### src/rtl/decode_stage.sv
// Instruction decode stage: field extraction, control decode, 32x32 register file
// with write-through bypass, load-use stall detection and the ID/EX pipeline register.
module decode_stage (
   input  logic         clk,
   input  logic         rst,
   input  logic [63:0]  IF_ID,
   input  logic         wb_we,
   input  logic [4:0]   wb_rd,
   input  logic [31:0]  wb_data,
   input  logic         flush,
   output logic         stall,
   output logic [151:0] ID_EX
);

   logic [31:0] pc4, instr;
   logic [5:0]  opcode;
   logic [4:0]  rs, rt, rd;
   logic [31:0] imm;
   logic [8:0]  ctrl;
   logic [31:0] rs_data, rt_data;
   logic [31:0] regs [32];
   logic        wr_ok;
   logic [4:0]  ex_rt;

   assign pc4    = IF_ID[63:32];
   assign instr  = IF_ID[31:0];
   assign opcode = instr[31:26];
   assign rs     = instr[25:21];
   assign rt     = instr[20:16];
   assign rd     = instr[15:11];
   assign imm    = {{16{instr[15]}}, instr[15:0]};

   // ctrl = {RegWrite, MemtoReg, Branch, MemRead, MemWrite, RegDst, ALUSrc, ALUOp[1:0]}
   always_comb begin
      ctrl = '0;
      case (opcode)
         6'd0:    ctrl = 9'b1_0_0_0_0_1_0_10;
         6'd35:   ctrl = 9'b1_1_0_1_0_0_1_00;
         6'd43:   ctrl = 9'b0_0_0_0_1_0_1_00;
         6'd4:    ctrl = 9'b0_0_1_0_0_0_0_01;
         6'd8:    ctrl = 9'b1_0_0_0_0_0_1_00;
         default: ctrl = '0;
      endcase
   end

   assign wr_ok = wb_we && (wb_rd != 5'd0) && !rst;

   // r0 is hardwired; a same-cycle writeback wins over the stored value
   always_comb begin
      rs_data = regs[rs];
      rt_data = regs[rt];
      if (wr_ok && wb_rd == rs) rs_data = wb_data;
      if (wr_ok && wb_rd == rt) rt_data = wb_data;
      if (rs == 5'd0 || rst)    rs_data = '0;
      if (rt == 5'd0 || rst)    rt_data = '0;
   end

   always_ff @(posedge clk or posedge rst) begin
      if (rst) begin
         for (int i = 0; i < 32; i++) regs[i] <= '0;
      end else if (wr_ok) begin
         regs[wb_rd] <= wb_data;
      end
   end

   assign ex_rt = ID_EX[9:5];
   assign stall = !rst && ID_EX[148] && (ex_rt != 5'd0) && (ex_rt == rs || ex_rt == rt);

   // The bubble inserted on a stall clears MemRead, so each load stalls once
   always_ff @(posedge clk or posedge rst) begin
      if (rst)
         ID_EX <= '0;
      else if (flush || stall)
         ID_EX <= '0;
      else
         ID_EX <= {ctrl, pc4, rs_data, rt_data, imm, rs, rt, rd};
   end

endmodule

### config.mk
export PLATFORM = sky130hd
export DESIGN_NAME = decode_stage
export DESIGN_NICKNAME = d
export VERILOG_FILES = /design/src/rtl/decode_stage.sv
export SDC_FILE = /design/constraint.sdc
export NUM_CORES = 2
export LEC_CHECK = 0
export BUFFER_PORTS_ARGS = -buffer_cell sky130_fd_sc_hd__buf_2
export CAP_MARGIN = 20
export CORE_UTILIZATION = 50
export DETAILED_ROUTE_END_ITERATION = 7
export HOLD_SLACK_MARGIN = 0.08
export PLACE_DENSITY = 0.64
export SYNTH_ARGS = -nofsm -noshare
export SYNTH_HDL_FRONTEND = slang
export SYNTH_SLANG_ARGS = --single-unit
### constraint.sdc
create_clock -name clk -period 104.5 [get_ports clk]
set_clock_uncertainty 0.2 [all_clocks]
set_input_delay 0 -clock clk [delete_from_list [all_inputs] [get_ports clk]]
set_output_delay 0 -clock clk [all_outputs]
set_load 0.01 [all_outputs]
==> impl_results.md <==
* Arr. time, crit path at 5.15 ns
* HP Class: input pin to flop
* Final nets at 4508
* FMAX at 0.212 GHz
* Die area at 0.121 mm2
* Cell count after placement at 5641
* Vias in the first global route at 41000
* CP cell instances: dlygate4sd3_1 -> buf_8 -> buf_4 -> buf_4 -> buf_4 -> mux4_2 -> mux2_2 -> nand2_1 -> a31oi_1 -> a22o_1 -> dlygate4sd3_1
* First-pass GRT wire length at 274 mm
* Mapped Cells at 4196
* Row Count at 126
* Most common flop cell mapped by yosys: dfrtp_1
* Metal3 WL at 12.2 mm
* Synthesized flop and latch total at 1152
* Uppermost layer routed: met5
* CP max FO at 65
* Count leader, synth: mux2_2
* Compound-gate portion of the synthesized area at 0.0562
* Clk sinks at 1152
* Clk slew on worst S/H paths at 0.06 ns
* Net count after synthesis at 4301
* Number of antenna-violating nets in the routed design at 0
* Stages on the worst setup path at 11
* Crit start category: input pin
* Sequential fraction of the synthesis area at 0.481
* Via density at 6.46
* 1st-iter DRT viols at 3541
* Area contributors post-synth: dfrtp_1, mux2_2, mux4_2
* Met1 Wirelength at 77.2 mm
* Synth area leader: dfrtp_1
* Max-Cap Viols at 0
* Critical Path End Type: flop
* Detailed Routing Iterations Pass 1 at 5
* Routed len/inst at 30.1 um
* Final HPWL DP at 100 mm
* Multi-input gate area at 0.0291 mm2
* Top cell type's share of synthesized area at 0.481
* Setup TNS at 0 ns
* Post-CTS Setup Repair Bufs at 0
* Xor/xnor share of the synthesized area at 0.00292
* Chip Height at 348 um
* Worst Path Class, Setup: input pin to flop
* # DRC at 0
* Core area at 0.119 mm2
* Final period util at 0.0452
* WL final at 184 mm
* Post-synth EDFFs at 0
* CP required at 104.92 ns
* Seq. cell area at 0.0288 mm2
* Die span in x at 348 um
* Layout cells sized above 1 at 0.483
* Post_cts resized at 0
* Syn Std Cell Area at 0.0600 mm2
* Worst-Skew Late Latency at 0.74 ns
* Hold_buf cts at 226
* Met2 WL at 88.7 mm
* Hold Fails Final Rpt at 0
* Yosys warns at 0
* CP endpoint: ID_EX[47]
* Synth Area in Adders at 0
* Max clock buf depth at 3
* Gpl congestion at 0.799
* Total CTS buffers at 132
* Global-route usage over all layers at 0.305
* Worst path max stage delay at 0.77 ns
* PwrDens at 17.6 mW/mm2
* Fill cell count at 9438
* Worst r2r dst: ID_EX[134]
* Unrepaired setup endpoints after global routing: no
* Minimum clock period at 4.73 ns
* Initial antenna violation count at 3
* Slew @ Worst Pin at 1.17 ns
* Slew margin rel. at 0.218
* I/O Pins at 258
* Post-synthesis mux area share at 0.388
* Fin. max-slew vios at 0
* Area Growth Syn to Fin at 14.7%
* Unique cell type count in the Yosys netlist at 54
* Total power at 1.21 mW
* Initial Util at 0.506
* Commonest cells post-synth: mux2_2, dfrtp_1, mux4_2
* DR vias at 39500
* Total congestion overflow at 0
* Critical path's top delay family: buffers and inverters
* Simple-gate share of the synthesized area at 0.0333
* Reg2reg path depth at 7
* CTS tree: done
* Slowest cell on the critical path: buf_4
* Largest net degree at the start of global routing at 182
* Setup Viol. Count Final at 0
* H-tree levels at 4
* CTS root buf: clkbuf_16
* Worst Setup SP: IF_ID[18]
* Outcome: complete, no violations
* Static Leak at 31.5 nW
* Syn_area_per_cell at 14.3 um2
* Reg-to-Reg Start: ID_EX[6]
* Largest family of logic cells by synthesized area: multiplexers
* Non-filler instance count after layout at 6110
* Asr flop ratio synth at 1.00
* CP dominant cell by count: buf_4
* Flop-to-flop setup slack at 101.17 ns
* CP Buf/Inv Count at 6
* Port Buffer Count at 257
* Max VDD drop at 0.0000164 V
## cell usage in the layout, fill, tap and decap left out, drive strengths merged, types with 11 or more instances in the layout
| cell type | n |
|---|---|
| inv | 13 |
| and2 | 60 |
| a221o | 32 |
| xor2 | 14 |
| a31oi | 64 |
| o221ai | 32 |
| nor2 | 91 |
| clkinv | 19 |
| dlygate4sd3 | 226 |
| buf | 340 |
| clkbuf | 193 |
| mux2 | 1184 |
| bufinv | 11 |
| nand2b | 37 |
| dfrtp | 1152 |
| mux2i | 128 |
| o21ai | 33 |
| o21bai | 32 |
| a32o | 32 |
| nand2 | 85 |
| a21oi | 32 |
| a211oi | 33 |
| nand3b | 35 |
| a22oi | 97 |
| o22ai | 32 |
| mux4 | 384 |
| nand3 | 37 |
| a22o | 32 |
## registers in the layout (all words and copies together) (netlist names)
name   cells
regs    1024
ID_EX    128
## metal layers
metal	track usage	vias up
met3	0.0487	331
met2	0.497	1516
met1	0.419	21200
met5	0	-
met4	0.0994	2
li1	-	16400
## metrics by stage
step           area, um2  worst slack [ns]   util  hold WS (ns)
2_1_floorplan      60000             71.84      -        -0.130
3_3_place_gp       62000            100.29  0.523       -0.0136
3_5_place_dp       62000            100.30  0.523       -0.0100
4_1_cts            68800             99.93  0.580        0.0855
5_1_grt            68800             99.77  0.580         0.126
6_report           68800             99.77  0.580         0.133
## worst reg2reg max path, cell delays in order (launching register included)
cell	delay, ns
dfrtp_1	0.41
or4_1	0.52
nor2_1	0.29
nor3_4	0.16
nor2_4	0.38
buf_4	0.45
and2_1	0.28
dlygate4sd3_1	0.56
## where the power goes
part	leakage, nW	internal, mW	switching (mW)
clock network	2.24	0.291	0.192
logic	13.9	0.107	0.0822
registers	15.4	0.499	0.0370
total	31.5	0.897	0.311
## final cells by class
| class | count | share of cell area |
|---|---|---|
| Clock buffer | 193 | 0.0577 |
| Clock inverter | 46 | 0.00844 |
| Tap cell | 1600 | 0.0291 |
| Sequential cell | 1152 | 0.419 |
| Multi-Input combinational cell | 2548 | 0.422 |
| Timing Repair Buffer | 566 | 0.0631 |
| Antenna cell | 2 | 0.0000727 |
| Inverter | 3 | 0.000273 |
## how the worst min path moves through the flow
stage | from | to | slack (ns) | cells past startpoint
4_1_cts | IF_ID[16] | ID_EX[64] | 0.09 | 5
2_1_floorplan | IF_ID[29] | ID_EX[149] | -0.13 | 1
6_report | IF_ID[19] | ID_EX[8] | 0.13 | 3
3_3_place_gp | rst | regs[135] | -0.01 | 2
5_1_grt | IF_ID[19] | ID_EX[8] | 0.13 | 3
3_5_place_dp | rst | regs[199] | -0.01 | 2
## kinds of logic after synthesis
group	Yosys count
multiplexers	1696
flip-flops	1152
AO/OA/AOI/OAI	454
buffers and inverters	496
XOR/XNOR	20
AND/OR/NAND/NOR	378
No activity file was read; power rests on OpenSTA's default activity.
